<file path="src/rtl/stop_counter_pkg.sv">
// Shared types and constants for the stop_counter block: FSM state encoding
// and the stop-mode selector values.
package stop_counter_pkg;

  typedef enum logic [1:0] {
    IDLE = 2'd0,
    RUN  = 2'd1,
    DONE = 2'd2
  } state_e;

  localparam int unsigned MODE_ANY = 32'd0;
  localparam int unsigned MODE_ALL = 32'd1;

endpackage

</file>
<file path="src/rtl/stop_counter_channel.sv">
// One saturating channel counter of the stop_counter block: counts enabled
// increments up to the programmed limit and flags when it sits there.
module stop_counter_channel #(
  parameter int WIDTH = 8
) (
  input  logic             clock,
  input  logic             reset,
  input  logic             clear_i,
  input  logic             en_i,
  input  logic             active_i,
  input  logic [WIDTH-1:0] limit_i,
  output logic [WIDTH-1:0] count_o,
  output logic             hit_o
);

  logic [WIDTH-1:0] count_q;
  logic [WIDTH-1:0] count_d;

  // Next count: clear has priority, otherwise step until the limit is reached
  always_comb begin
    count_d = count_q;
    if (clear_i) begin
      count_d = '0;
    end else if (en_i && (count_q != limit_i)) begin
      count_d = count_q + WIDTH'(1);
    end else begin
      count_d = count_q;
    end
  end

  // Count register
  always_ff @(posedge clock) begin
    if (reset) begin
      count_q <= '0;
    end else begin
      count_q <= count_d;
    end
  end

  assign count_o = count_q;
  assign hit_o   = active_i && (count_q == limit_i);

endmodule

</file>
<file path="src/rtl/stop_counter.sv">
// Multi-channel terminal counter with run/stop FSM and programmable limit.
// Optional one-cycle-lagged snapshot built when STOP_COUNTER_SNAPSHOT_EN is defined.
module stop_counter #(
  parameter int NUM_CH   = 2,
  parameter int WIDTH    = 8,
  parameter int MODE_ALL = 0
) (
  input  logic                    clock,
  input  logic                    reset,
  input  logic                    start,
  input  logic                    abort,
  input  logic [NUM_CH-1:0]       inc,
  input  logic [WIDTH-1:0]        limit,
  output logic [NUM_CH*WIDTH-1:0] count,
  output logic [NUM_CH-1:0]       hit,
  output logic                    busy,
  output logic                    done,
  output logic [NUM_CH*WIDTH-1:0] snap,
  output logic                    snap_valid
);

  import stop_counter_pkg::*;

  state_e            state_q;
  state_e            state_d;
  logic [WIDTH-1:0]  limit_q;
  logic [WIDTH-1:0]  limit_d;
  logic              clear_s;
  logic              stop_s;
  logic              active_s;
  logic              busy_s;
  logic [NUM_CH-1:0] hit_s;

  assign busy_s   = (state_q == RUN);
  assign active_s = (state_q != IDLE);
  assign stop_s   = (MODE_ALL == stop_counter_pkg::MODE_ANY) ? (|hit_s) : (&hit_s);

  // FSM next state; a run starts by latching the limit and clearing every channel
  always_comb begin
    state_d = state_q;
    limit_d = limit_q;
    clear_s = 1'b0;
    case (state_q)
      IDLE: begin
        if (start) begin
          state_d = RUN;
          limit_d = limit;
          clear_s = 1'b1;
        end else begin
          state_d = IDLE;
        end
      end
      RUN: begin
        if (abort) begin
          state_d = IDLE;
        end else if (stop_s) begin
          state_d = DONE;
        end else begin
          state_d = RUN;
        end
      end
      DONE: begin
        if (abort) begin
          state_d = IDLE;
        end else if (start) begin
          state_d = RUN;
          limit_d = limit;
          clear_s = 1'b1;
        end else begin
          state_d = DONE;
        end
      end
      default: begin
        state_d = IDLE;
      end
    endcase
  end

  // FSM state and latched limit
  always_ff @(posedge clock) begin
    if (reset) begin
      state_q <= IDLE;
      limit_q <= '0;
    end else begin
      state_q <= state_d;
      limit_q <= limit_d;
    end
  end

  for (genvar i = 0; i < NUM_CH; i++) begin : g_ch
    stop_counter_channel #(
      .WIDTH(WIDTH)
    ) u_channel (
      .clock   (clock),
      .reset   (reset),
      .clear_i (clear_s),
      .en_i    (busy_s && inc[i]),
      .active_i(active_s),
      .limit_i (limit_q),
      .count_o (count[i*WIDTH +: WIDTH]),
      .hit_o   (hit_s[i])
    );
  end

  assign hit  = hit_s;
  assign busy = busy_s;
  assign done = (state_q == DONE);

`ifdef STOP_COUNTER_SNAPSHOT_EN
  logic [NUM_CH*WIDTH-1:0] snap_q;
  logic                    snap_valid_q;

  // Snapshot of counts and run flag, trailing by one cycle
  always_ff @(posedge clock) begin
    if (reset) begin
      snap_q       <= '0;
      snap_valid_q <= 1'b0;
    end else begin
      snap_q       <= count;
      snap_valid_q <= busy_s;
    end
  end

  assign snap       = snap_q;
  assign snap_valid = snap_valid_q;
`else
  assign snap       = '0;
  assign snap_valid = 1'b0;
`endif

endmodule

</file>
<file path="config.mk">
export PLATFORM = sky130hd
export DESIGN_NAME = stop_counter
export DESIGN_NICKNAME = d
export VERILOG_FILES = /design/src/rtl/stop_counter_pkg.sv /design/src/rtl/stop_counter_channel.sv /design/src/rtl/stop_counter.sv
export SDC_FILE = /design/constraint.sdc
export NUM_CORES = 1
export LEC_CHECK = 0
export CAP_MARGIN = 20
export CORE_MARGIN = 8
export CORE_UTILIZATION = 49
export DETAILED_ROUTE_END_ITERATION = 16
export GPL_TIMING_DRIVEN = 0
export HOLD_SLACK_MARGIN = 0.15
export PLACE_DENSITY_LB_ADDON = 0.2
export SLEW_MARGIN = 20
export SYNTH_ARGS = -nofsm -noshare
export SYNTH_HDL_FRONTEND = slang
export SYNTH_SLANG_ARGS = --single-unit
</file>
<file path="constraint.sdc">
create_clock -name clock -period 3.5 [get_ports clock]
set_clock_uncertainty 0.2 [all_clocks]
set_input_delay 0.7 -clock clock [delete_from_list [all_inputs] [get_ports clock]]
set_output_delay 0.7 -clock clock [all_outputs]
set_load 0.02 [all_outputs]
</file>
==> results of run 1 <==
## cells in the final DEF (no fill, tap or decap), types with 2 or more instances in the layout
cell type,n
a211oi_1,3
nand2_1,16
clkdlybuf4s50_1,33
ha_1,2
nor4_4,2
dfxtp_1,26
inv_1,4
xor2_1,16
xnor2_1,8
nand4_1,4
nor2_1,22
clkbuf_1,2
o21ai_0,2
mux2i_1,12
clkbuf_4,3
nor4_2,2
nor2b_1,2
or3_1,5
a211o_1,2
and3_1,2
conb_1,17
nand3_1,8
buf_4,21
a21oi_1,6
## routing by layer
metal  GRT usage (%)  vias up  routed length, µm
li1                -      670                  -
met1            14.7      640               1510
met2            25.0       59               1810
met3            4.82        4                340
met4            4.08        0                 25
met5               0        -                  0
## path summary, 6_finish.rpt
path / from / endpoint / slack, ns / cells after the start
min: g_ch[0].u_channel.count_o[7] / g_ch[0].u_channel.count_o[7] / 0.32 / 2
min reg2reg: g_ch[0].u_channel.count_o[7] / g_ch[0].u_channel.count_o[7] / 0.32 / 2
max: g_ch[1].u_channel.count_o[2] / hit[1] / 0.23 / 6
max reg2reg: state_q[1] / g_ch[0].u_channel.count_o[6] / 1.37 / 5
## flip-flops by register name (all words and copies together), names as in the netlist
| register | count |
|---|---|
| state_q | 2 |
| limit_q | 8 |
| g_ch.u_channel.count_o | 16 |
## cell type report
class	instances	area, µm²
Fill cell	255	1020
Sequential cell	26	520
Multi-Input combinational cell	139	892
Inverter	4	15.0
Timing Repair Buffer	33	330
Tap cell	33	41.3
Buffer	23	165
Clock buffer	3	22.5
## cell families after synthesis
| family | after synthesis |
|---|---|
| mux | 12 |
| fa+ha+maj | 2 |
| simple gates | 68 |
| buf+inv | 27 |
| xor+xnor | 24 |
| other cells | 1 |
| flops | 26 |
| compound gates | 16 |
## power by group through the flow
| stage | clock, mW | combinational (mW) | sequential, mW |
|---|---|---|---|
| 2_1_floorplan | 0 | 0.116 | 0.321 |
| 3_3_place_gp | 0 | 0.154 | 0.323 |
| 3_5_place_dp | 0 | 0.159 | 0.323 |
| 4_1_cts | 0.131 | 0.160 | 0.317 |
| 5_1_grt | 0.140 | 0.174 | 0.318 |
| 6_report | 0.126 | 0.161 | 0.317 |
## tightest hold or removal path, cell delays in order (launching register included)
cell and delay (ns):
dfxtp_1 0.37, nand2_1 0.07, mux2i_1 0.06
==> flow_summary.toml, run 1 <==
[final_layout]
antenna_cells = 0
final_util_pct = 66.2
drive_gt1_share_pct = 14.0
area_delta_synth_final_pct = 29.6
layout.cells.non_filler = 261
stdcell_area_um2 = 1990
nNetsFinal = 246

[clocking]
cts-root-buf = "clkbuf_4"
cts_setup_buffers = 0
clkLatencyLatePin_ns = 0.32
cts_buffer_depth = 2
post_cts_resized = 0
clk_pin_slew_ns = 0.13
cts_tree = "done"
cts-hold-fix-buffers = 0
clock-sinks = 26
cts.htree.levels = 1
cts_buffers = 3

[detailed_routing]
ant_nets = 0
drt-initial-drc-count = 96
via_per_inst = 5.26
postRouteWirelength_um = 3690
route.vias.total = 1373
drtPass1Iterations = 4
drc = 0
route.detailed.wl_per_inst_um = 14.1

[power]
leakage_nw = 0.911
pwr-share-seq_pct = 52.5
pwr-share-clk_pct = 20.8
switchingPower_uw = 184
pwr-share-comb_pct = 26.7
internal_power_uw = 419
powerDensity_nw_per_um2 = 304
ir_drop_mv = 0.208
switching_share_pct = 30.6
power.total_uw = 604

[floorplan]
core_area_um2 = 3000
die_w_um = 71.9
row_count = 20
dieArea_um2 = 5170
die_h_um = 71.9
start_util_pct = 51.0
boundaryPins = 51

[timing]
setup_ws_ns = 0.234
fin_crit_sh_pct = 93.3
hold_viol_final = 0
grt_setup_unrepaired = "no"
timing.hold.ws_ns = 0.323
max_slew_margin_pct = 50.7
finalCriticalPeriod_ns = 3.27
maxSlewViolCount = 0
fin_tns_setup_ns = 0
worstMarginPinSlew_ns = 0.735
setup_viol = 0
fmax_ghz = 0.306

[worst_setup_path]
required_ns = 2.60
max_stage_delay_ns = 0.59
crit_family = "simple AND/OR/NAND/NOR gates"
cp_slowest_cell = "clkdlybuf4s50_1"
critPathMaxFanout = 6
start_kind = "register"
critPathKind = "register to output pin"
path_buf_inv = 2
crit_arrival_ns = 2.37
end_kind = "output pin"
path_cells = "xor2_1 > nor4_4 > nand2_2 > nor2_1 > buf_4 > clkdlybuf4s50_1"

[yosys]
synth_commonest_cells = "dfxtp_1, nor2_1, buf_4, nand2_1, xor2_1"
synth_top_cell_area_share_pct = 34.0
synth_cell_types = 30
synth_top_family_by_area = "simple AND/OR/NAND/NOR gates"
postSynthCellCount = 176
synth_xor_area_share_pct = 13.7
synth_fa_ha_area_share_pct = 1.63
syn_avg_cell_area_um2 = 8.71
synthArstFlopShare_pct = 0
synth_area_leaders = "dfxtp_1, buf_4, xor2_1, mux2i_1, nor2_1"
synthFlopType = "dfxtp_1"
synth_edf_count = 0
yosys.area.top_type = "dfxtp_1"
synth_seq_area_share_pct = 34.0
yosys_warnings = 0
synth_compound_area_share_pct = 6.86
synth-seq-cells = 26
synth_simple_gate_area_share_pct = 24.0
synthMuxAreaShare_pct = 7.84
synth.most_common_cell = "dfxtp_1"
synth_area_um2 = 1530

[placed_design]
post_dp_cell_area_um2 = 1960
place.gp.congestion = 0.779
hpwlAfterDp_um = 2940
portBuffers = 33
place_inst = 258
preCtsSetupSlack_ns = 0.520

[global_route]
grt_max_degree = 14
overflow = 0
grt_usage_pct = 13.8
grt_pass1_vias = 1361
grt_pass1_wl_um = 5930
antenna_found_initial = 0

[flow_run]
maxCapViolations = 0

[outcome]
outcome = "completed"

[min_path]
hp-class = "register to register"
(Power assumes the default switching activity.)
==> inputs of run 2 (changes only) <==
--- a/config.mk
+++ b/config.mk
@@ -5,14 +5,14 @@
 export SDC_FILE = /design/constraint.sdc
 export NUM_CORES = 1
 export LEC_CHECK = 0
-export CAP_MARGIN = 20
+export CAP_MARGIN = 30
 export CORE_MARGIN = 8
-export CORE_UTILIZATION = 49
+export CORE_UTILIZATION = 50
 export DETAILED_ROUTE_END_ITERATION = 16
-export GPL_TIMING_DRIVEN = 0
 export HOLD_SLACK_MARGIN = 0.15
 export PLACE_DENSITY_LB_ADDON = 0.2
 export SLEW_MARGIN = 20
 export SYNTH_ARGS = -nofsm -noshare
 export SYNTH_HDL_FRONTEND = slang
+export SYNTH_HIERARCHICAL = 1
 export SYNTH_SLANG_ARGS = --single-unit
==> run 2 against run 1 <==
Global-route usage increased by 0.98 points. Wire length fell by 2.6%. Die area increased by 2.2%. Clock power about the same. Synthesized area is 4.9% higher. Power decreased by 5.6%. Highest routed layer unchanged. Final cell count down 5.7%. Synthesized cell count is 3.4% lower. First-iteration DRC count shrank 66%. Count of clock-buffer cells in the layout did not move.
==> flow_summary.toml, run 2 <==
[placed_design]
post_dp_cell_area_um2 = 1900
place.gp.congestion = 0.809
place_inst = 243
portBuffers = 33
hpwlAfterDp_um = 2800

[timing]
max_slew_margin_pct = 50.0
fin_crit_sh_pct = 93.3
finalCriticalPeriod_ns = 3.26
timing.hold.ws_ns = 0.327
fmax_ghz = 0.306
worstMarginPinSlew_ns = 0.748
maxSlewViolCount = 0
grt_setup_unrepaired = "no"
setup_viol = 0
fin_tns_setup_ns = 0
hold_viol_final = 0

[clocking]
cts_tree = "done"
cts-hold-fix-buffers = 0
cts_buffer_depth = 2
cts_buffers = 3
clkLatencyLatePin_ns = 0.32
clk_pin_slew_ns = 0.13
cts_setup_buffers = 0
clock-sinks = 26
cts.htree.levels = 1
post_cts_resized = 0
cts-root-buf = "clkbuf_4"

[final_layout]
final_cell_mix = "clkdlybuf4s50_1, dfxtp_1, conb_1"
antenna_cells = 0
largest_reg_flops = 16
drive_gt1_share_pct = 10.4
final_common_cell = "clkdlybuf4s50_1"
fillCellCount = 287
nNetsFinal = 220
layout.cells.non_filler = 246
area_delta_synth_final_pct = 19.3
stdcell_area_um2 = 1920

[power]
switchingPower_uw = 170
pwr-share-seq_pct = 55.4
leakage_nw = 0.664
switching_share_pct = 29.9
internal_power_uw = 400
pwr-share-comb_pct = 22.5
powerDensity_nw_per_um2 = 297
power.total_uw = 570
ir_drop_mv = 0.239
pwr-share-clk_pct = 22.0

[worst_setup_path]
end_kind = "output pin"
crit_family = "simple AND/OR/NAND/NOR gates"
max_stage_delay_ns = 0.61
path_buf_inv = 1
setup.worst_path.end = "hit[0]"
start_kind = "register"
r2r_start = "g_ch[0].u_channel/count_o[0]"
r2r_setup_slack_ns = 1.55
critPathMaxFanout = 11
path_cells = "xnor2_1 > nand4_2 > nor2_2 > and2_2 > clkdlybuf4s50_1"
crit_arrival_ns = 2.36
required_ns = 2.60
rr_worst_depth = 6
rr_endpoint = "state_q[1]"
path_depth = 5
cp_slowest_cell = "clkdlybuf4s50_1"
startpoint = "g_ch[0].u_channel/count_o[0]"
critPathKind = "register to output pin"

[yosys]
synth_cell_types = 38
postSynthCellCount = 170
synth_area_um2 = 1610
synth_top_cell_area_share_pct = 32.4
synthArstFlopShare_pct = 0
synthFlopType = "dfxtp_1"
synth_commonest_cells = "dfxtp_1, buf_4, nand2b_1, xnor2_1, mux2i_1"
synth_edf_count = 0
synth-seq-cells = 26
yosys.area.top_type = "dfxtp_1"
synth.most_common_cell = "dfxtp_1"
synth_seq_area_share_pct = 32.4
syn_avg_cell_area_um2 = 9.46
yosys_warnings = 6
synth_area_leaders = "dfxtp_1, xnor2_1, buf_4, mux2i_1, nand2b_1"

[min_path]
hp-class = "register to register"

[detailed_routing]
drc = 0
route.vias.total = 1263
drt-initial-drc-count = 33
drtPass1Iterations = 4
postRouteWirelength_um = 3590
route.detailed.wl_per_inst_um = 14.6
ant_nets = 0
via_per_inst = 5.13

[floorplan]
boundaryPins = 51
core_area_um2 = 3050
die_w_um = 72.7
row_count = 20
start_util_pct = 52.7
dieArea_um2 = 5290
die_h_um = 72.7

[global_route]
grt_pass1_vias = 1329
overflow = 0
grt_max_degree = 27
grt_usage_pct = 14.8
grt_pass1_wl_um = 6410
antenna_found_initial = 0

[outcome]
outcome = "completed"

[flow_run]
maxCapViolations = 0
## run 2: changes by cell type in the layout (fill, tap and decap cells not counted), sizes merged, moves of 12 or more
cell    delta
nand2b    +16
xor2      -12
nand2     -12
buf       -20
nor2      -18
## run 2: stage by stage
step / utilization (%) / setup WS [ns]
CTS: 62.8 / 0.221
finish: 62.8 / 0.236
global route: 62.8 / 0.0718
global placement: 62.1 / 0.640
detailed placement: 62.1 / 0.603
floorplan: - / 1.28
## run 2: how the worst min path moves through the flow
| stage | from | endpoint | slack (ns) | cells past startpoint |
|---|---|---|---|---|
| after detailed placement | limit_q[1] | limit_q[1] | 0.31 | 2 |
| after CTS | limit_q[1] | limit_q[1] | 0.33 | 2 |
| final | limit_q[1] | limit_q[1] | 0.33 | 2 |
| after global placement | limit_q[1] | limit_q[1] | 0.31 | 2 |
| after floorplan | limit_q[0] | limit_q[0] | 0.29 | 2 |
| after global routing | limit_q[7] | limit_q[7] | 0.36 | 2 |
## run 2: logic make-up (layout without fill, tap and decap cells)
kind of cell	Yosys count	in the layout	synth area share, %
simple gates	61	61	25.1
compound gates	28	28	13.1
flops	26	26	32.4
buf+inv	22	38	10.5
xor+xnor	20	20	10.9
mux	10	10	6.23
fa+ha+maj	2	2	1.56
other cells	1	17	0.233
## run 2: routing by layer
layer	global-route usage [%]	vias up	share of wire, %
li1	-	639	-
met1	17.0	590	43
met2	25.5	30	50
met3	4.81	4	5.8
met4	3.78	0	1.1
met5	0	-	0
## run 2: power by group through the flow
stage,logic (mW),registers [mW],clock network [mW]
floorplan,0.114,0.320,0
detailed placement,0.128,0.322,0
global route,0.141,0.318,0.139
finish,0.128,0.316,0.125
global placement,0.124,0.322,0
CTS,0.129,0.316,0.130
## run 2: layout make-up
type	instances	area (µm²)	area share, %
Tap cell	44	55.1	2.87
Clock buffer	3	22.5	1.17
Inverter	1	3.75	0.196
Multi-Input combinational cell	138	978	51.0
Sequential cell	26	520	27.1
Timing Repair Buffer	34	338	17.6
## run 2: worst register-to-register path, stage by stage, from the launching register on
cell	delay, ns
dfxtp_1	0.49
xnor2_1	0.18
nand4_2	0.16
nor2_2	0.36
and2_2	0.25
o21ai_1	0.08
a211oi_2	0.16
